[config.mk]
export PLATFORM = sky130hd
export DESIGN_NAME = mcb_port_arbiter
export DESIGN_NICKNAME = d
export VERILOG_FILES = /design/src/rtl/mcb_arb_pkg.sv /design/src/rtl/rd_credit_tracker.sv /design/src/rtl/mcb_port_arbiter.sv
export SDC_FILE = /design/constraint.sdc
export NUM_CORES = 1
export LEC_CHECK = 0
export BUFFER_PORTS_ARGS = -buffer_cell sky130_fd_sc_hd__buf_2
export CORE_MARGIN = 5
export CORE_UTILIZATION = 53
export DETAILED_ROUTE_END_ITERATION = 8
export PLACE_DENSITY_LB_ADDON = 0.15
export SYNTH_ARGS = -nofsm -noshare
export SYNTH_HDL_FRONTEND = slang
export SYNTH_SLANG_ARGS = --single-unit
[constraint.sdc]
create_clock -name clk -period 9.4 [get_ports clk]
set_clock_uncertainty 0.2 [all_clocks]
set_input_delay 0.94 -clock clk [delete_from_list [all_inputs] [get_ports clk]]
set_output_delay 0.94 -clock clk [all_outputs]
set_load 0.02 [all_outputs]
[src/rtl/mcb_arb_pkg.sv]
// Shared types and constants for the MCB command-port arbiter.
// Holds the MCB instruction codes, the arbiter state enum and the field widths.
package mcb_arb_pkg;

    localparam int BL_W   = 6;
    localparam int ADDR_W = 30;
    localparam int PEND_W = 7;

    localparam logic [2:0] CMD_WR = 3'b000;
    localparam logic [2:0] CMD_RD = 3'b001;

    typedef enum logic [1:0] {
        CALIB = 2'd0,
        IDLE  = 2'd1,
        ISSUE = 2'd2
    } arb_state_e;

endpackage

[src/rtl/rd_credit_tracker.sv]
// Counts read words issued to the MCB but not yet popped from its read FIFO,
// and says whether a new read burst of req_bl+1 words still fits.
module rd_credit_tracker
    import mcb_arb_pkg::*;
#(
    parameter int RD_FIFO_DEPTH = 64
) (
    input  logic              clk,
    input  logic              reset,
    input  logic              issue,
    input  logic [BL_W-1:0]   bl,
    input  logic              pop,
    input  logic [BL_W-1:0]   req_bl,
    output logic              ok,
    output logic [PEND_W-1:0] pending
);

    logic [PEND_W-1:0] pending_q, pending_d;
    logic [7:0]        issued_sum;
    logic [7:0]        net_sum;
    logic [7:0]        need_sum;

    // Arithmetic is done at 8 bits so pending+bl+1 can never wrap; a pop at zero holds zero.
    always_comb begin
        issued_sum = {1'b0, pending_q} + (issue ? ({2'b00, bl} + 8'd1) : 8'd0);
        net_sum    = issued_sum;
        if (pop && (issued_sum != 8'd0)) begin
            net_sum = issued_sum - 8'd1;
        end
        pending_d = net_sum[PEND_W-1:0];
        need_sum  = {1'b0, pending_q} + {2'b00, req_bl} + 8'd1;
        ok        = (need_sum <= 8'(RD_FIFO_DEPTH));
    end

    always_ff @(posedge clk or posedge reset) begin
        if (reset) begin
            pending_q <= '0;
        end else begin
            pending_q <= pending_d;
        end
    end

    assign pending = pending_q;

    a_no_pop_underflow : assert property (@(posedge clk) disable iff (reset)
        !(pop && !issue && (pending_q == '0)));

endmodule

[src/rtl/mcb_port_arbiter.sv]
// Shares one MCB user command port between the display read path and the render write path.
// Optional macro MCB_ARB_STARVE_GUARD_EN adds the write-starvation override (wr_wait counter).
module mcb_port_arbiter
    import mcb_arb_pkg::*;
#(
    parameter int STARVE_LIMIT  = 64,
    parameter int RD_FIFO_DEPTH = 64
) (
    input  logic              clk,
    input  logic              reset,
    input  logic              mem_calib_done,
    input  logic              p0_cmd_full,
    input  logic              p0_rd_en,
    input  logic              rd_req,
    input  logic [BL_W-1:0]   rd_bl,
    input  logic [ADDR_W-1:0] rd_addr,
    output logic              rd_ack,
    input  logic              wr_req,
    input  logic [BL_W-1:0]   wr_bl,
    input  logic [ADDR_W-1:0] wr_addr,
    output logic              wr_ack,
    output logic              p0_cmd_en,
    output logic [2:0]        p0_cmd_instr,
    output logic [BL_W-1:0]   p0_cmd_bl,
    output logic [ADDR_W-1:0] p0_cmd_byte_addr,
    output logic              arb_ready,
    output logic [PEND_W-1:0] rd_pending
);

    logic              calib_meta_q, calib_sync_q;
    arb_state_e        state_q, state_d;
    logic              win_wr_q, win_wr_d;
    logic [2:0]        instr_q, instr_d;
    logic [BL_W-1:0]   bl_q, bl_d;
    logic [ADDR_W-1:0] addr_q, addr_d;
    logic              rd_credit_ok;
    logic              rd_ok;
    logic              wr_starved;

    always_ff @(posedge clk or posedge reset) begin
        if (reset) begin
            calib_meta_q <= 1'b0;
            calib_sync_q <= 1'b0;
        end else begin
            calib_meta_q <= mem_calib_done;
            calib_sync_q <= calib_meta_q;
        end
    end

`ifdef MCB_ARB_STARVE_GUARD_EN
    logic [7:0] wr_wait_q, wr_wait_d;

    always_comb begin
        wr_wait_d = wr_wait_q;
        if (!wr_req || wr_ack) begin
            wr_wait_d = 8'd0;
        end else if (wr_wait_q != 8'hFF) begin
            wr_wait_d = wr_wait_q + 8'd1;
        end
    end

    always_ff @(posedge clk or posedge reset) begin
        if (reset) begin
            wr_wait_q <= 8'd0;
        end else begin
            wr_wait_q <= wr_wait_d;
        end
    end

    assign wr_starved = (wr_wait_q >= 8'(STARVE_LIMIT));
`else
    // Legal limits are 1..255, so this is a constant 0: the reader has strict priority.
    assign wr_starved = (STARVE_LIMIT > 255);
`endif

    assign rd_ok = rd_req && rd_credit_ok;

    always_comb begin
        state_d  = state_q;
        win_wr_d = win_wr_q;
        instr_d  = instr_q;
        bl_d     = bl_q;
        addr_d   = addr_q;
        case (state_q)
            CALIB: begin
                if (calib_sync_q) begin
                    state_d = IDLE;
                end
            end
            IDLE: begin
                if (!p0_cmd_full) begin
                    if (wr_req && (wr_starved || !rd_ok)) begin
                        win_wr_d = 1'b1;
                        instr_d  = CMD_WR;
                        bl_d     = wr_bl;
                        addr_d   = wr_addr;
                        state_d  = ISSUE;
                    end else if (rd_ok) begin
                        win_wr_d = 1'b0;
                        instr_d  = CMD_RD;
                        bl_d     = rd_bl;
                        addr_d   = rd_addr;
                        state_d  = ISSUE;
                    end
                end
            end
            ISSUE: begin
                state_d = calib_sync_q ? IDLE : CALIB;
            end
            default: begin
                state_d = CALIB;
            end
        endcase
    end

    always_ff @(posedge clk or posedge reset) begin
        if (reset) begin
            state_q  <= CALIB;
            win_wr_q <= 1'b0;
            instr_q  <= 3'b000;
            bl_q     <= '0;
            addr_q   <= '0;
        end else begin
            state_q  <= state_d;
            win_wr_q <= win_wr_d;
            instr_q  <= instr_d;
            bl_q     <= bl_d;
            addr_q   <= addr_d;
        end
    end

    // Strobe and acks decode straight from the state so an async reset kills them at once.
    assign p0_cmd_en        = (state_q == ISSUE);
    assign rd_ack           = (state_q == ISSUE) && !win_wr_q;
    assign wr_ack           = (state_q == ISSUE) && win_wr_q;
    assign arb_ready        = (state_q != CALIB);
    assign p0_cmd_instr     = instr_q;
    assign p0_cmd_bl        = bl_q;
    assign p0_cmd_byte_addr = addr_q;

    rd_credit_tracker #(
        .RD_FIFO_DEPTH(RD_FIFO_DEPTH)
    ) u_rd_credit (
        .clk    (clk),
        .reset  (reset),
        .issue  (rd_ack),
        .bl     (bl_q),
        .pop    (p0_rd_en),
        .req_bl (rd_bl),
        .ok     (rd_credit_ok),
        .pending(rd_pending)
    );

endmodule
==> results of run 1 <==
==> layer usage <==
metal  global-route usage, %  vias to the layer above
li1                        -                     1585
met1                   29.22                     1503
met2                   39.07                      105
met3                   2.886                        9
met4                   7.005                        0
met5                       0                        -
==> cell type report <==
type                            count  area, sq um
Sequential cell                    49         1226
Clock buffer                        5        68.82
Timing Repair Buffer              129        653.1
Fill cell                         555         1996
Inverter                           48        180.2
Clock inverter                      1        5.005
Multi-Input combinational cell    264         1768
Tap cell                           75        93.84
==> flip-flops by register name, summed over array words and instances (netlist names) <==
register and flops:
u_rd_credit.pending 7, p0_cmd_bl 6, p0_cmd_instr 1, p0_cmd_byte_addr 30, calib_sync_q 1, calib_meta_q 1
win_wr_q 1, state_q 2
==> through the flow <==
step | std cells | cell area, sq um | util, %
after floorplan | 390 | 3289 | -
after global placement | 565 | 3921 | 65.46
after detailed placement | 565 | 3921 | 65.46
after CTS | 571 | 3995 | 66.69
after global routing | 571 | 3995 | 66.69
final | 571 | 3995 | 66.69
==> worst max path at each step <==
stage               start  slack, ns  cells after the start                     end
2_1_floorplan  state_q[0]       5.96                     11  u_rd_credit.pending[1]
3_3_place_gp     rd_bl[2]       5.37                      8    p0_cmd_byte_addr[26]
3_5_place_dp     rd_bl[2]       5.33                      8     p0_cmd_byte_addr[6]
4_1_cts          rd_bl[2]       5.65                      8    p0_cmd_byte_addr[28]
5_1_grt          rd_bl[2]       5.42                      8     p0_cmd_byte_addr[6]
6_report         rd_bl[2]       5.61                      8     p0_cmd_byte_addr[6]
==> power groups by stage <==
stage	logic, mW	registers (mW)	clock network [mW]
finish	0.635	0.377	0.119
global route	0.698	0.390	0.131
CTS	0.640	0.378	0.122
detailed placement	0.639	0.382	0
global placement	0.624	0.380	0
floorplan	0.344	0.481	0
==> worst max-delay path, stage by stage <==
cell and delay [ns]:
buf_2 0.11, ha_1 0.22, or2_1 0.25, o221a_2 0.24, a22o_1 0.26, o21ai_4 0.84
a31oi_4 0.55, o221ai_1 0.38
==> logic make-up (layout without fill, tap and decap cells) <==
kind of cell / after synthesis / count (layout) / synth area share [%]
simple gates: 164 / 164 / 25.97
buf+inv: 77 / 183 / 9.672
compound gates: 70 / 70 / 17.36
flops: 49 / 49 / 37.32
fa+ha+maj: 16 / 16 / 6.321
xor+xnor: 11 / 11 / 2.932
other cells: 1 / 2 / 0.1141
mux: 1 / 1 / 0.3047
==> cells in the mapped netlist, types with 3 or more instances <==
master    count
buf_2         8
nand2_1      40
o22ai_1       4
nor4_1        3
clkbuf_1     15
ha_1         15
buf_4         5
nand2b_1      4
and2_1        4
inv_1        48
dfrtp_1      49
and3_1       37
a211oi_1      3
nand3_1      42
a21oi_1       6
o21ai_0       5
or2_2         3
xnor2_1       9
nor3_1        3
o221ai_1     36
nor2b_1       3
nor2_1       16
==> results.yml, run 1 <==
detailed_routing:
  ant_nets: 0
  wire_per_inst_um: 15.51
  first_iter_violations: 233
  drc: 0
  wl_met1_um: 3757
  highest_layer: "met4"
  dr.pass1.iters: 4
  vias: 3202
  wl_met3_um: 584
  wl_met2_um: 4397
  viasPerCell: 5.608
  wl_um: 8856
cells_and_area:
  drive_above_1_share_pct: 29.84
  design.final.nets: 592
  layout_common_cells: "126 x buf_2, 49 x dfrtp_1, 47 x inv_1, 42 x nand3_1, 40 x nand2_1"
  num_antenna_cells: 0
  mostFrequentLayoutCell: "buf_2"
  area_growth_syn_to_layout_pct: 21.59
clock_network:
  clockBufferDepth: 2
  cts_sinks: 49
  cts.repair.resized: 0
  post_cts_buffers: 0
  clk_latency_ns: 0.30
  clk_pin_slew_ns: 0.09
  h-tree-depth: 2
  hold_buffers: 0
  tritoncts: "yes"
  cts-root-buf: "clkbuf_8"
  cts_buffers: 5
yosys:
  yosys.area.top_type: "dfrtp_1"
  synth.avg_cell_area_sq_um: 8.446
  synth_async_sr_flop_share_pct: 100.0
  ys_warn_count: 0
  ys_seq_area_share_pct: 37.32
  synth_top_area_share_pct: 37.32
  synthCells: 389
  synth-main-ff-cell: "dfrtp_1"
  synth_cell_types: 48
  yosys-top-cells-area: "dfrtp_1 37%, o221ai_1 9.6%, and3_1 7.0%"
  synth-edff-count: 0
  synthesis.area_sq_um: 3286
  synth-seq-cells: 49
hold_path:
  min_path_cells: 0
  holdPathEnd: "calib_sync_q"
  hold_path_class: "reg2reg"
  worstHoldStart: "calib_meta_q"
sta:
  whs_ns: 0.1577
  fmax_mhz: 263.6
  setup_viol: 0
  hold_viol_final: 0
  tns_ns: 0
  drv_slew: 0
  maxSlewHeadroom_pct: 29.22
  rsz0062_at_grt: "no"
  final.setup.worst_slack_ns: 5.606
  min_period_over_period_pct: 40.36
  fin_crit_ns: 3.794
  tightest_slew_ns: 1.058
power_and_ir_drop:
  p_int_mw: 0.5976
  p_comb_share_pct: 56.1
  peakVddDrop_v: 0.0001494
  seqPwrFrac_pct: 33.3
  power_mw: 1.131
  switchingPower_mw: 0.5332
  switching_share_pct: 47.15
  clkPwrFrac_pct: 10.5
  power_density_nw_per_um2: 283.1
  p_leak_nw: 2.086
die:
  die_x_um: 88.74
  initial_utilization_pct: 54.85
  fp.dieH_um: 88.74
  die_area_sq_um: 7874
  rows: 28
  core_sq_um: 5991
  ios: 129
grt:
  overflow: 0
  grt_pass1_vias: 3050
  grt_pass1_wl_um: 14120
  grt_start_max_net_pins: 75
  grt_util_all_layers_pct: 22.56
  antenna_found_initial: 0
run_status:
  status: "finished, final reports clean"
worst_setup_path:
  cp_max_fo: 40
  r2r-end: "p0_cmd_byte_addr[6]"
  crit_required_ns: 9.41
  arrival_ns: 3.80
  r2r_slack_ns: 5.89
  r2r-start: "u_rd_credit.pending[1]"
  worstRegToRegCells: 7
  crit_path_end_kind: "flop"
  cp-start-kind: "input pin"
  criticalPathCategory: "in2reg"
placement:
  routabilityCongestion: 0.8701
  dp_hpwl_um: 6347
  io_buffers: 126
  post-place-ws_ns: 5.329
run:
  cap_violations: 0
Note: power is estimated with default switching activity, not from simulation.
==> inputs of run 2 (changes only) <==
--- a/config.mk
+++ b/config.mk
@@ -5,9 +5,10 @@
 export SDC_FILE = /design/constraint.sdc
 export NUM_CORES = 1
 export LEC_CHECK = 0
+export ABC_AREA = 1
 export BUFFER_PORTS_ARGS = -buffer_cell sky130_fd_sc_hd__buf_2
 export CORE_MARGIN = 5
-export CORE_UTILIZATION = 53
+export CORE_UTILIZATION = 49
 export DETAILED_ROUTE_END_ITERATION = 8
 export PLACE_DENSITY_LB_ADDON = 0.15
 export SYNTH_ARGS = -nofsm -noshare
==> constraint.sdc (replaced) <==
create_clock -name clk -period 3.9 [get_ports clk]
set_clock_uncertainty 0.2 [all_clocks]
set_input_delay 0.39 -clock clk [delete_from_list [all_inputs] [get_ports clk]]
set_output_delay 0.39 -clock clk [all_outputs]
set_load 0.02 [all_outputs]
==> results.yml, run 2 <==
clock_network:
  post_cts_buffers: 0
  clockBufferDepth: 2
  h-tree-depth: 2
  hold_buffers: 1
  cts_buffers: 5
  cts_sinks: 49
  cts.repair.resized: 0
  cts-root-buf: "clkbuf_8"
  tritoncts: "yes"
  clk_pin_slew_ns: 0.10
  clk_latency_ns: 0.30
worst_setup_path:
  cp-start-kind: "flop"
  arrival_ns: 3.24
  cpPeakStageDelay_ns: 0.50
  cp_slowest_cell: "fa_1"
  criticalPathCategory: "reg2reg"
  crit_path_end_kind: "flop"
  path_cells: "nor2_1 > inv_1 > nor2_1 > inv_1 > nor2_1 > ha_1 > fa_1 > inv_1 > ha_1 > nand3_1 > nor2_1 > nand2_1 > nand2_2 > inv_1 > nand2_1 > nand2_1"
  cp_max_fo: 9
  cp_top_family: "simple AND/OR/NAND/NOR gates"
  crit_buf_inv: 4
  crit_required_ns: 3.90
sta:
  drv_slew: 0
  hold_viol_final: 0
  setup_viol: 0
  maxSlewHeadroom_pct: 32.53
  fin_crit_ns: 3.238
  fmax_mhz: 308.8
  min_period_over_period_pct: 83.03
  tns_ns: 0
  rsz0062_at_grt: "no"
  tightest_slew_ns: 1.011
power_and_ir_drop:
  p_comb_share_pct: 58.6
  seqPwrFrac_pct: 30.9
  power_mw: 2.899
  switching_share_pct: 50.26
  switchingPower_mw: 1.457
  p_leak_nw: 2.507
  clkPwrFrac_pct: 10.5
  p_int_mw: 1.442
  peakVddDrop_v: 0.0003525
  power_density_nw_per_um2: 724.4
detailed_routing:
  wl_met3_um: 532
  wl_met1_um: 3929
  first_iter_violations: 133
  vias: 3392
  wire_per_inst_um: 12.89
  drc: 0
  highest_layer: "met4"
  dr.pass1.iters: 5
  ant_nets: 0
  viasPerCell: 4.945
  wl_met2_um: 4279
  wl_um: 8842
die:
  core_sq_um: 6422
  initial_utilization_pct: 50.96
  die_x_um: 91.73
  ios: 129
  die_area_sq_um: 8414
  rows: 29
  fp.dieH_um: 91.73
yosys:
  yosys.area.top_type: "dfrtp_1"
  synth.avg_cell_area_sq_um: 6.680
  synth_cell_types: 27
  yosys-top-cells-area: "dfrtp_1 37%, nand2_1 29%, nand3_1 8.3%"
  synth.most_common_cell: "nand2_1"
  ys_seq_area_share_pct: 37.46
  ys_warn_count: 0
  synth_async_sr_flop_share_pct: 100.0
  synth_top_area_share_pct: 37.46
  synth-seq-cells: 49
  synthTopCellsByCount: "254 x nand2_1, 54 x nand3_1, 49 x dfrtp_1, 38 x inv_1"
  synthesis.area_sq_um: 3273
  synth-main-ff-cell: "dfrtp_1"
  synth-edff-count: 0
  synthCells: 490
cells_and_area:
  layout_common_cells: "254 x nand2_1, 126 x buf_2, 54 x nand3_1, 49 x dfrtp_1, 37 x inv_1"
  num_antenna_cells: 0
  drive_above_1_share_pct: 23.65
  largest_reg_flops: 30
  area_growth_syn_to_layout_pct: 22.25
  fin_cells: 686
  design.final.nets: 703
  mostFrequentLayoutCell: "nand2_1"
placement:
  dp_hpwl_um: 6867
  routabilityCongestion: 0.8830
  dp.cells: 677
  io_buffers: 126
grt:
  antenna_found_initial: 0
  grt_pass1_wl_um: 14690
  overflow: 0
  grt_start_max_net_pins: 50
  grt_pass1_vias: 3257
  grt_util_all_layers_pct: 20.99
run:
  cap_violations: 0
hold_path:
  hold_path_class: "in2async"
run_status:
  status: "finished, final reports clean"
-- run 2: changes by cell type after synthesis, moves of 5 or more --
| cell | before | now |
|---|---|---|
| nand2_1 | 40 | 254 |
| and3_1 | 37 | 0 |
| o221ai_1 | 36 | 0 |
| nand3_1 | 42 | 54 |
| clkbuf_1 | 15 | 5 |
| inv_1 | 48 | 38 |
| buf_6 | 0 | 6 |
| xnor2_1 | 9 | 3 |
| a21oi_1 | 6 | 11 |
-- run 2: power by group through the flow --
stage | registers [mW] | clock network (mW) | logic, mW
6_report | 0.896 | 0.304 | 1.70
3_3_place_gp | 0.896 | 0 | 1.66
3_5_place_dp | 0.899 | 0 | 1.71
2_1_floorplan | 1.12 | 0 | 0.997
5_1_grt | 0.923 | 0.334 | 1.91
4_1_cts | 0.893 | 0.310 | 1.72
-- run 2: area by class of cell --
class | count | area (sq um)
clock buffer | 6 | 72.57
clock inverter | 2 | 13.76
fill | 638 | 2421
inverter | 38 | 142.6
multi-input combinational | 382 | 1759
sequential | 49 | 1226
tap | 77 | 96.34
timing repair buffer | 132 | 690.7
-- run 2: metrics by stage --
| step | cell area [sq um] | util [%] | setup slack, ns | hold slack [ns] |
|---|---|---|---|---|
| final | 4001 | 62.30 | 0.6618 | 0.1198 |
| after global routing | 4001 | 62.30 | 0.3096 | 0.1762 |
| after CTS | 4001 | 62.30 | 0.6566 | 0.1678 |
| after detailed placement | 3905 | 60.80 | 0.6776 | 0.1517 |
| after global placement | 3905 | 60.80 | 0.7059 | 0.1342 |
| after floorplan | 3277 | - | 0.6366 | 0.1312 |
-- run 2: worst register-to-register path, delay by kind of cell (launching register included) --
| kind | cells | cell delay, ns |
|---|---|---|
| fa+ha+maj | 3 | 0.97 |
| simple gates | 9 | 1.11 |
| buf+inv | 4 | 0.44 |
| flops | 1 | 0.39 |
-- run 2: cell families (layout without fill, tap and decap cells) --
logic type	Yosys count	count (layout)	synth area share, %
other	1	2	0.1146
AOI/OAI and AO/OA	17	17	2.752
DFF	49	49	37.46
adders and majority gates	16	16	6.346
and+or+nand+nor	338	338	41.93
xor gates and xnor gates	9	9	2.408
buffers and inverters	60	178	8.983
-- run 2: layer usage --
layer	global-route usage, %	vias up
li1	-	1749
met1	27.20	1528
met2	36.40	104
met3	4.255	11
met4	4.455	0
met5	0	-
-- run 2: path summary, 6_finish.rpt --
kind,from,to,slack (ns),depth (start not counted)
max in group asynchronous,reset,p0_cmd_bl[3],2.74,2
hold / removal,reset,p0_cmd_byte_addr[8],0.12,2
min in group clk,rd_addr[9],p0_cmd_byte_addr[9],0.16,5
hold reg to reg,calib_meta_q,calib_sync_q,0.17,0
setup / recovery,state_q[0],u_rd_credit.pending[5],0.66,16
setup reg to reg,state_q[0],u_rd_credit.pending[5],0.66,16
